### src/rtl/ramarb2.sv
`timescale 1ns/1ps
`default_nettype none
// ============================================================================
// Module   : ramarb2
// Brief    : Two-master Wishbone arbiter in front of the PSRAM controller.
//            Build option RAMARB_ROUND_ROBIN_EN selects round-robin tie-break.
// Revision : 1.0 - initial release
// ============================================================================
module ramarb2 #(
  parameter int          AW          = 23,
  parameter int          DW          = 16,
  parameter int          SW          = 2,
  parameter int unsigned TURN_CYCLES = 1
) (
  input  logic          clk2x_i,
  input  logic          reset_i,
  input  logic          ram_busy_i,

  input  logic          m0_cyc_i,
  input  logic          m0_stb_i,
  input  logic          m0_we_i,
  input  logic [SW-1:0] m0_sel_i,
  input  logic [AW:1]   m0_adr_i,
  input  logic [DW-1:0] m0_dat_i,
  output logic [DW-1:0] m0_dat_o,
  output logic          m0_ack_o,

  input  logic          m1_cyc_i,
  input  logic          m1_stb_i,
  input  logic          m1_we_i,
  input  logic [SW-1:0] m1_sel_i,
  input  logic [AW:1]   m1_adr_i,
  input  logic [DW-1:0] m1_dat_i,
  output logic [DW-1:0] m1_dat_o,
  output logic          m1_ack_o,

  output logic          s_cyc_o,
  output logic          s_stb_o,
  output logic          s_we_o,
  output logic [SW-1:0] s_sel_o,
  output logic [AW:1]   s_adr_o,
  output logic [DW-1:0] s_dat_o,
  input  logic [DW-1:0] s_dat_i,
  input  logic          s_ack_i,

  output logic [1:0]    gnt_o
);

  localparam logic [1:0] c_st_idle = 2'd0;
  localparam logic [1:0] c_st_own0 = 2'd1;
  localparam logic [1:0] c_st_own1 = 2'd2;
  localparam logic [1:0] c_st_turn = 2'd3;

  localparam logic [2:0] c_turn_load = 3'(TURN_CYCLES);

  logic [1:0]    state_q, state_d;
  logic [2:0]    turn_cnt_q, turn_cnt_d;
  logic [DW-1:0] m0_dat_q, m0_dat_d;
  logic [DW-1:0] m1_dat_q, m1_dat_d;
  logic          w_own0, w_own1;
  logic          w_tie_to_m1;

`ifdef RAMARB_ROUND_ROBIN_EN
  logic          last_q, last_d;

  // last_q=1 means master 1 owned last, so master 0 takes the next tie.
  assign w_tie_to_m1 = ~last_q;
`else
  assign w_tie_to_m1 = 1'b0;
`endif

  assign w_own0 = (state_q == c_st_own0);
  assign w_own1 = (state_q == c_st_own1);

  always_comb begin
    state_d    = state_q;
    turn_cnt_d = turn_cnt_q;
`ifdef RAMARB_ROUND_ROBIN_EN
    last_d     = last_q;
`endif
    case (state_q)
      c_st_idle: begin
        if (!ram_busy_i) begin
          if (m0_cyc_i && m1_cyc_i) begin
            state_d = w_tie_to_m1 ? c_st_own1 : c_st_own0;
          end else if (m0_cyc_i) begin
            state_d = c_st_own0;
          end else if (m1_cyc_i) begin
            state_d = c_st_own1;
          end
        end
      end
      c_st_own0: begin
        if (!m0_cyc_i) begin
`ifdef RAMARB_ROUND_ROBIN_EN
          last_d = 1'b0;
`endif
          if (c_turn_load == 3'd0) begin
            state_d = c_st_idle;
          end else begin
            state_d    = c_st_turn;
            turn_cnt_d = c_turn_load;
          end
        end
      end
      c_st_own1: begin
        if (!m1_cyc_i) begin
`ifdef RAMARB_ROUND_ROBIN_EN
          last_d = 1'b1;
`endif
          if (c_turn_load == 3'd0) begin
            state_d = c_st_idle;
          end else begin
            state_d    = c_st_turn;
            turn_cnt_d = c_turn_load;
          end
        end
      end
      c_st_turn: begin
        // The final turnaround cycle is the one that sees a count of 1.
        if (turn_cnt_q <= 3'd1) begin
          state_d    = c_st_idle;
          turn_cnt_d = 3'd0;
        end else begin
          turn_cnt_d = turn_cnt_q - 3'd1;
        end
      end
      default: begin
        state_d    = c_st_idle;
        turn_cnt_d = 3'd0;
      end
    endcase
  end

  always_comb begin
    m0_dat_d = (w_own0 && s_ack_i) ? s_dat_i : m0_dat_q;
    m1_dat_d = (w_own1 && s_ack_i) ? s_dat_i : m1_dat_q;
  end

  always_ff @(posedge clk2x_i) begin
    if (reset_i) begin
      state_q    <= c_st_idle;
      turn_cnt_q <= 3'd0;
      m0_dat_q   <= '0;
      m1_dat_q   <= '0;
`ifdef RAMARB_ROUND_ROBIN_EN
      last_q     <= 1'b1;
`endif
    end else begin
      state_q    <= state_d;
      turn_cnt_q <= turn_cnt_d;
      m0_dat_q   <= m0_dat_d;
      m1_dat_q   <= m1_dat_d;
`ifdef RAMARB_ROUND_ROBIN_EN
      last_q     <= last_d;
`endif
    end
  end

  // Slave side is driven only by the current owner; everything else is zero.
  always_comb begin
    s_cyc_o  = 1'b0;
    s_stb_o  = 1'b0;
    s_we_o   = 1'b0;
    s_sel_o  = '0;
    s_adr_o  = '0;
    s_dat_o  = '0;
    m0_ack_o = 1'b0;
    m1_ack_o = 1'b0;
    if (w_own0) begin
      s_cyc_o  = m0_cyc_i;
      s_stb_o  = m0_stb_i;
      s_we_o   = m0_we_i;
      s_sel_o  = m0_sel_i;
      s_adr_o  = m0_adr_i;
      s_dat_o  = m0_dat_i;
      m0_ack_o = s_ack_i;
    end else if (w_own1) begin
      s_cyc_o  = m1_cyc_i;
      s_stb_o  = m1_stb_i;
      s_we_o   = m1_we_i;
      s_sel_o  = m1_sel_i;
      s_adr_o  = m1_adr_i;
      s_dat_o  = m1_dat_i;
      m1_ack_o = s_ack_i;
    end
  end

  assign m0_dat_o = w_own0 ? s_dat_i : m0_dat_q;
  assign m1_dat_o = w_own1 ? s_dat_i : m1_dat_q;
  assign gnt_o    = {w_own1, w_own0};

endmodule
`default_nettype wire

### config.mk
export PLATFORM = sky130hd
export DESIGN_NAME = ramarb2
export DESIGN_NICKNAME = d
export VERILOG_FILES = /design/src/rtl/ramarb2.sv
export SDC_FILE = /design/constraint.sdc
export NUM_CORES = 1
export LEC_CHECK = 0
export BUFFER_PORTS_ARGS = -buffer_cell sky130_fd_sc_hd__buf_2
export CORE_MARGIN = 2
export CORE_UTILIZATION = 42
export DETAILED_ROUTE_END_ITERATION = 8
export GPL_TIMING_DRIVEN = 0
export PLACE_DENSITY = 0.9
export SETUP_SLACK_MARGIN = 0.15
export SLEW_MARGIN = 20
export SYNTH_ARGS = -nofsm -noshare
export SYNTH_HDL_FRONTEND = slang
export SYNTH_SLANG_ARGS = --single-unit
export TNS_END_PERCENT = 20
### constraint.sdc
create_clock -name clk2x_i -period 3.77 [get_ports clk2x_i]
set_input_delay 0.377 -clock clk2x_i [delete_from_list [all_inputs] [get_ports clk2x_i]]
set_output_delay 0.377 -clock clk2x_i [all_outputs]
set_load 0.1 [all_outputs]
==> results by group, run 1 <==
Timing
  • Pins Over Slew Limit: 0
  • Worst slew margin: 0.571
  • Period minus WS final: 3.00 ns
  • Final Hold Slack: 0.333 ns
  • Final setup vio count: 0
  • Final period util: 0.797
  • Final worst clock skew: around 0.0029 ns
  • Fmax: 333 MHz
  • Setup TNS: 0 ns
  • RSZ-0062 raised after global routing: no
  • Final hold violation count: 0
  • Least-Margin Pin Slew: 0.644 ns

Layout
  • Post-layout nets: between 500 and 600
  • Most common cell after layout, fill and taps aside: buf_2
  • Area growth, synth to finish: 47.7%
  • Final core occ: 0.632
  • Most frequent cells in the layout: buf_2, nand2_1, a22o_1, a21oi_1, dfxtp_1
  • Share of layout cells above drive strength 1: 0.494

Logic synthesis
  • Post-Syn Area per Cell: 8.20 sq um
  • #FFs+latches synth: 37
  • Synthesized cell area: about 0.0023 sq mm
  • Mapped Cells: 282
  • Ys Warns: 0
  • Distinct cell type count after synthesis: 27
  • Mapped Nets: 397
  • Sequential area share after synthesis: 0.320

Placed design
  • Dpl hpwl: approximately 7700 um
  • IO Port Bufs: 186
  • Routability cong.: 0.862

Worst setup path
  • Reg2Reg Capture Point: m1_dat_q[7]
  • Crit-path cells: inv_1 -> ha_1 -> buf_2 -> buf_1 -> mux2_2 -> buf_2
  • Reg2Reg Setup Slack: 1.63 ns
  • Worst setup path startpoint: state_q[0]
  • Endpoint type of the worst setup path: output pin
  • Worst Path Required: 3.39 ns
  • Crit path launch type: flop
  • R2R depth: 7
  • Setup crit end: m1_dat_o[13]
  • Crit path kind: reg2out
  • CP peak stage delay: 0.54 ns
  • Critical path data arrival time: 2.63 ns
  • Worst Path Max Fanout: 10
  • R2R Path Start: state_q[0]
  • Slowest CP cell: buf_1
  • Critical path's most frequent cell: buf_2

Global routing
  • Initial antenna violation count: 1
  • Largest net degree at the start of global routing: 11
  • First-pass GRT wire length: 14200 um
  • Tot GR Track Use: 0.296
  • Vias in the first global route: around 2800
  • Global route total overflow: 0

Drt
  • Vias: 2996
  • Routed Antenna Nets: 0
  • Iteration-0 DRC count of the detailed router: approximately 140
  • Wire length per cell: 17.5 um
  • First-pass DRT Iterations: 7
  • Via-per-instance ratio: 5.46
  • Final routed DRC violation total: 0
  • Drt total wl: 9630 um

Floorplanning
  • Die width: 78.2 um
  • Core ar.: 0.00541 sq mm
  • Ports: about 190
  • Initial Util: 0.428
  • Die area: between 0.006 and 0.007 sq mm
  • Die H: 78.2 um
  • Rows: 27

Job
  • Max-cap violations: 0

Worst hold path
  • Hold path start: reset_i
  • Worst min path class: in2reg

Clock tree
  • Cts hold-fix bufs: 0
  • Postcts setup bufs: 0
  • Max Root-Sink Buffers: 2
  • CTS sink cnt: 37
  • H-tree depth: 2
  • Skew-Pair Late Insertion Delay: 0.29 ns
  • Clk root buf: clkbuf_8
  • Clk slew on worst S/H paths: 0.07 ns
  • CTS tree: done
  • Num CTS Buffers: 5
  • Post-CTS Resized: 0

Run status
  • Status: complete, no violations
[per-stage QoR]
| stage | setup slack (ns) | cells | cell area, sq um |
|---|---|---|---|
| after floorplan | 0.0380 | 282 | 2310 |
| after global placement | 1.17 | 540 | 3330 |
| after detailed placement | 1.10 | 540 | 3330 |
| after CTS | 0.775 | 548 | 3410 |
| after global routing | 0.593 | 549 | 3420 |
| final | 0.766 | 549 | 3420 |
[how the worst min path moves through the flow]
stage / to / slack, ns / cells past startpoint
after CTS: m0_dat_q[7] / 0.33 / 2
after global routing: m0_dat_q[6] / 0.34 / 2
after floorplan: m0_dat_q[15] / 0.43 / 2
after global placement: m0_dat_q[15] / 0.44 / 2
final: m0_dat_q[7] / 0.33 / 2
after detailed placement: m1_dat_q[0] / 0.45 / 2
[routing by layer]
metal,GRT usage,routed length (um),part of all wire
met4,0.100,217,0.023
met5,0,0,0
met1,0.359,3720,0.39
met3,0.0977,1090,0.11
met2,0.494,4590,0.48
[logic make-up after synthesis]
logic type | synth area share
AOI/OAI and AO/OA | 0.282
and+or+nand+nor | 0.141
DFF | 0.320
buffers and inverters | 0.0622
muxes | 0.156
adders and majority gates | 0.0379
[Yosys cell counts (all sizes together)]
library cell  instances  area (sq um)
a2111oi               1          8.76
a211o                 1          10.0
a21o                  1          8.76
a21oi                38           190
a221oi                2          17.5
a22o                 43           378
and2                  1          6.26
buf                  12          60.1
clkbuf               12          45.0
clkinv                1          3.75
dfxtp                37           741
dlygate4sd1           1          8.76
ha                    7          87.6
inv                   7          26.3
mux2                 32           360
nand2                72           270
nor2                  2          7.51
nor2b                 3          18.8
o21ai                 3          15.0
o21bai                2          15.0
o31a                  1          10.0
or2                   1          8.76
or3                   1          7.51
or4                   1          7.51
[critical path, delay by kind of cell, from the launching register on]
family | cells | cell delay, ns
adders and majority gates | 1 | 0.30
buffers and inverters | 4 | 1.40
DFF | 1 | 0.33
muxes | 1 | 0.31
[sequential cells by signal, summed over array words and instances (netlist names)]
name and flops:
state_q 2, m1_dat_q 16, turn_cnt_q 3, m0_dat_q 16
[final cells by class]
| class | count | area [sq um] |
|---|---|---|
| Fill cell | 486 | 1990 |
| Multi-Input combinational cell | 212 | 1430 |
| Timing Repair Buffer | 186 | 931 |
| Sequential cell | 37 | 741 |
| Buffer | 25 | 114 |
| Tap cell | 72 | 90.1 |
| Clock buffer | 8 | 80.1 |
| Inverter | 8 | 30.0 |
| Antenna cell | 1 | 2.50 |
Power of run 1 is not shown: default switching activity piles up to over one toggle a cycle in this logic, so the estimate is an artifact.
==> run 2, diff against run 1 <==
--- a/config.mk
+++ b/config.mk
@@ -5,12 +5,13 @@
 export SDC_FILE = /design/constraint.sdc
 export NUM_CORES = 1
 export LEC_CHECK = 0
+export ABC_AREA = 1
 export BUFFER_PORTS_ARGS = -buffer_cell sky130_fd_sc_hd__buf_2
 export CORE_MARGIN = 2
-export CORE_UTILIZATION = 42
+export CORE_UTILIZATION = 41
 export DETAILED_ROUTE_END_ITERATION = 8
 export GPL_TIMING_DRIVEN = 0
-export PLACE_DENSITY = 0.9
+export PLACE_DENSITY = 0.86
 export SETUP_SLACK_MARGIN = 0.15
 export SLEW_MARGIN = 20
 export SYNTH_ARGS = -nofsm -noshare
==> constraint.sdc (replaced) <==
create_clock -name clk2x_i -period 3.1 [get_ports clk2x_i]
set_input_delay 0.31 -clock clk2x_i [delete_from_list [all_inputs] [get_ports clk2x_i]]
set_output_delay 0.31 -clock clk2x_i [all_outputs]
set_load 0.1 [all_outputs]
==> results by group, run 2 <==
Run status
  • Status: complete, no violations

Timing
  • Period minus WS final: 2.57 ns
  • Worst slew margin: 0.658
  • Final hold violation count: 0
  • RSZ-0062 raised after global routing: no
  • Fmax: between 300 and 400 MHz
  • Pins Over Slew Limit: 0
  • Final period util: 0.827
  • Final worst clock skew: a little under 0.006 ns
  • Least-Margin Pin Slew: 0.514 ns
  • Setup ws final: 0.535 ns
  • Final setup vio count: 0

Floorplanning
  • Rows: 28
  • Die area: ~0.0067 sq mm
  • Initial Util: 0.423
  • Die width: 82.1 um
  • Die H: slightly above 80 um
  • Ports: between 150 and 200
  • Core ar.: 0.00592 sq mm

Worst setup path
  • CP peak stage delay: between 0.4 and 0.5 ns
  • R2R Path Start: state_q[0]
  • R2R depth: 5
  • Crit-path cells: inv_1 -> ha_1 -> buf_6 -> inv_2 -> clkbuf_1 -> nand3_1 -> nand2_1 -> buf_2
  • WP depth: 8
  • Worst Path Required: 2.79 ns
  • Worst Path Max Fanout: 10
  • Buffers & Inverters on Critical Path: 5
  • Slowest CP cell: buf_2
  • Reg2Reg Setup Slack: 1.44 ns
  • Reg2Reg Capture Point: m1_dat_q[13]
  • Endpoint type of the worst setup path: output pin
  • Crit path launch type: flop
  • CP top delay family: buffers and inverters
  • Critical path data arrival time: about 2.3 ns
  • Crit path kind: reg2out

Logic synthesis
  • Mapped Cells: 421
  • Distinct cell type count after synthesis: 24
  • Post-Syn Area per Cell: 5.94 sq um
  • Synthesized cell area: 0.00250 sq mm
  • #FFs+latches synth: 37
  • Synth area leader: dfxtp_1
  • Commonest register cell after synthesis: dfxtp_1
  • Post-synth EDFFs: 0
  • Cell with the most instances after synthesis: nand2_1
  • Mapped Nets: 536
  • Async SR Flop Fraction: 0
  • Commonest cells in the synthesized netlist: nand2_1, o21ai_0, nand3_1
  • Sequential area share after synthesis: 0.296
  • Ys Warns: 0
  • Area contributors post-synth: dfxtp_1, nand2_1, o21ai_0
  • Top cell type's share of synthesized area: 0.296

Layout
  • Post-layout nets: 730
  • Biggest regs: m0_dat_q x16, m1_dat_q x16, turn_cnt_q x3
  • Antenna diodes: 0
  • Most common cell after layout, fill and taps aside: buf_2
  • Share of layout cells above drive strength 1: 0.356
  • Area growth, synth to finish: 44.5%
  • Most frequent cells in the layout: buf_2, nand2_1, o21ai_0, nand3_1, inv_1
  • Fill cells: 565

Global routing
  • First-pass GRT wire length: approximately 13000 um
  • Most Used Layer, Global Route: met2
  • Tot GR Track Use: 0.239
  • Global route total overflow: 0
  • Met3 usage: 0.0674
  • Met1 Resource Use GR: 0.299
  • Vias in the first global route: 2899
  • Largest net degree at the start of global routing: 12
  • Initial antenna violation count: 0
  • Met2 Use GR: 0.407

Worst hold path
  • Hold Crit Endpoint: turn_cnt_q[0]
  • Worst min path class: in2reg
  • Hold path depth: 2
  • Hold path start: reset_i

Drt
  • First-pass DRT Iterations: 7
  • Drt total wl: 8700 um
  • Vias: about 3400
  • Wire length per cell: 12.6 um
  • Iteration-0 DRC count of the detailed router: 193
  • Final routed DRC violation total: 0
  • Via-per-instance ratio: 4.98
  • Routed Antenna Nets: 0

Clock tree
  • H-tree depth: 2
  • Max Root-Sink Buffers: 2
  • Clk slew on worst S/H paths: 0.07 ns
  • Skew-Pair Late Insertion Delay: 0.30 ns
  • CTS sink cnt: 37
  • Post-CTS Resized: 0
  • Num CTS Buffers: 5
  • Clk root buf: clkbuf_8
  • Cts hold-fix bufs: 0
  • CTS tree: done
  • Postcts setup bufs: 0

Placed design
  • Dpl hpwl: ~6900 um
  • Routability cong.: 0.817
  • IO Port Bufs: between 150 and 200
  • Pre-CTS setup slack: between 0.8 and 0.9 ns

Job
  • Max-cap violations: 0
[run 2: area by class of cell]
type / count / area, sq um / share of cell area
clock buffer: 6 / 72.6 / 0.0201
clock inverter: 2 / 10.0 / 0.00277
buffer: 32 / 153 / 0.0422
timing repair buffer: 187 / 936 / 0.259
tap: 75 / 93.8 / 0.0260
multi-input combinational: 305 / 1430 / 0.396
inverter: 47 / 176 / 0.0488
sequential: 37 / 741 / 0.205
[run 2: worst max path at each step]
stage                        end  slack (ns)  startpoint
global placement    m1_dat_o[14]        0.90  state_q[0]
finish                s_adr_o[2]        0.53  state_q[1]
detailed placement    s_sel_o[0]        0.86  state_q[1]
global route         s_adr_o[11]        0.32  state_q[1]
CTS                  s_adr_o[20]        0.54  state_q[1]
floorplan           m0_dat_o[10]       -0.25  state_q[1]
[run 2: layer usage]
metal,vias to the layer above,wire [um]
met5,-,0
met4,0,112
met3,13,794
met2,173,4250
met1,1519,3540
li1,1737,-
[run 2: through the flow]
stage | TNS [ns] | hold WS (ns) | std cells | util | cell area [sq um]
finish | 0 | 0.194 | 691 | 0.611 | 3610
CTS | 0 | 0.187 | 691 | 0.611 | 3610
detailed placement | 0 | 0.442 | 683 | 0.597 | 3530
global route | 0 | 0.183 | 691 | 0.611 | 3610
global placement | 0 | 0.432 | 683 | 0.597 | 3530
floorplan | -6.86 | 0.379 | 421 | - | 2500
[run 2: logic make-up after synthesis]
logic type               count (synthesis)  synth area share
AO/OA/AOI/OAI                          100             0.203
XOR/XNOR                                 1           0.00350
adder cells (fa/ha/maj)                  7            0.0350
buffers and inverters                   79             0.131
flip-flops                              37             0.296
AND/OR/NAND/NOR                        197             0.332
Power of run 2 is left out for the same reason.
==> run 3, diff against run 2 <==
==> constraint.sdc (replaced) <==
create_clock -name clk2x_i -period 2.55 [get_ports clk2x_i]
set_input_delay 0.255 -clock clk2x_i [delete_from_list [all_inputs] [get_ports clk2x_i]]
set_output_delay 0.255 -clock clk2x_i [all_outputs]
set_load 0.1 [all_outputs]
==> results by group, run 3 (synthesis results as in run 2) <==
Run status
  • Status: complete, no violations

Placed design
  • IO Port Bufs: 187
  • Routability cong.: 0.821
  • Cells after DPL: about 680
  • Dpl hpwl: 6980 um

Clock tree
  • Num CTS Buffers: 5
  • CTS tree: done
  • Clk slew on worst S/H paths: about 0.07 ns
  • CTS sink cnt: 37
  • Clk root buf: clkbuf_8
  • Cts hold-fix bufs: 0
  • Max Root-Sink Buffers: 2
  • Skew-Pair Late Insertion Delay: 0.29 ns
  • H-tree depth: 2

Floorplanning
  • Die width: approximately 82 um
  • Die H: 82.1 um
  • Die area: between 0.006 and 0.007 sq mm
  • Initial Util: 0.423
  • Core ar.: between 0.005 and 0.006 sq mm
  • Ports: roughly 190
  • Rows: 28

Layout
  • Share of layout cells above drive strength 1: 0.360
  • Fill cells: between 500 and 600
  • Most common cell after layout, fill and taps aside: nand2_1
  • Area of the multi-input gates: between 0.001 and 0.0015 sq mm
  • Antenna diodes: 0
  • Post-layout nets: 730
  • Reg area: 741 sq um
  • Biggest regs: m0_dat_q x16, m1_dat_q x16, turn_cnt_q x3
  • Non-Filler Instances: 691
  • Area growth, synth to finish: 52.8%
  • Most frequent cells in the layout: nand2_1, buf_2, nand3_1, o21ai_1, inv_1

Worst setup path
  • R2R Path Start: state_q[0]
  • Endpoint type of the worst setup path: output pin
  • R2R depth: 5
  • Reg2Reg Setup Slack: 0.86 ns
  • Crit path launch type: flop
  • Worst Path Max Fanout: 10
  • Crit path kind: reg2out
  • Setup crit end: s_dat_o[8]
  • Reg2Reg Capture Point: m1_dat_q[8]
  • Worst Path Required: roughly 2.3 ns
  • Worst setup path startpoint: state_q[1]
  • Critical path data arrival time: 2.14 ns

Drt
  • Wire length per cell: 13.8 um
  • Iteration-0 DRC count of the detailed router: 150
  • Final routed DRC violation total: 0
  • First-pass DRT Iterations: 5
  • Drt total wl: 9510 um
  • Vias: 3536
  • Via-per-instance ratio: between 5 and 6
  • Routed Antenna Nets: 0

Timing
  • Final hold violation count: 0
  • Final period util: 0.939
  • Worst slew margin: 0.637
  • Pins Over Slew Limit: 0
  • RSZ-0062 raised after global routing: yes
  • Final worst clock skew: 0.00276 ns
  • Period minus WS final: 2.39 ns
  • Fmax: around 420 MHz
  • Least-Margin Pin Slew: 0.544 ns
  • Final setup vio count: 0

Global routing
  • Tot GR Track Use: 0.251
  • Initial antenna violation count: 0
  • Vias in the first global route: ~3100
  • Largest net degree at the start of global routing: 11
  • Global route total overflow: 0
  • First-pass GRT wire length: 13400 um

Worst hold path
  • Hold path depth: 2
  • Worst min path class: in2reg
  • Hold path start: reset_i

Job
  • Max-cap violations: 0
run 3: cell count changes in the layout (fill, tap and decap cells not counted), sizes merged:
cell,previous run,this run
buf,204,169
clkinv,2,0
clkbuf,21,58
run 3: critical path, stage by stage, from the launching register on:
cell,delay (ns)
dfxtp_1,0.33
inv_1,0.13
ha_1,0.22
buf_6,0.16
buf_2,0.24
buf_2,0.24
nand2_1,0.08
nand2_1,0.09
clkbuf_4,0.33
run 3: worst min path at each step:
| stage | endpoint |
|---|---|
| after detailed placement | m1_dat_q[15] |
| after CTS | turn_cnt_q[0] |
| after global placement | m1_dat_q[15] |
| final | turn_cnt_q[0] |
| after floorplan | turn_cnt_q[0] |
| after global routing | turn_cnt_q[0] |
run 3: layout make-up:
cell class	instances	share of cell area
multi-input combinational	305	0.375
timing repair buffer	187	0.296
sequential	37	0.194
inverter	47	0.0461
buffer	32	0.0435
tap	75	0.0245
clock buffer	8	0.0209
run 3: timing repair:
item | 4_1_cts | 5_1_grt
pin swaps | 0 | 0
resized for setup | 12 | 91
endpoints found under the setup margin | 60 | 76
buffers inserted | 0 | 0
run 3: per-layer routing:
metal	GRT usage	wire length, um
met4	0.108	307
met1	0.279	3590
met2	0.462	4790
met3	0.0489	817
met5	0	0
run 3: per-stage QoR:
step	TNS, ns	hold slack (ns)	utilization	setup slack [ns]	instance area [sq um]
global placement	0	0.438	0.597	0.395	3530
CTS	0	0.137	0.615	0.0427	3640
finish	0	0.140	0.646	0.157	3820
floorplan	-0.130	0.324	-	-0.0130	2500
global route	0	0.140	0.646	0.0564	3820
detailed placement	0	0.446	0.597	0.345	3530
Power of run 3 is left out for the same reason.
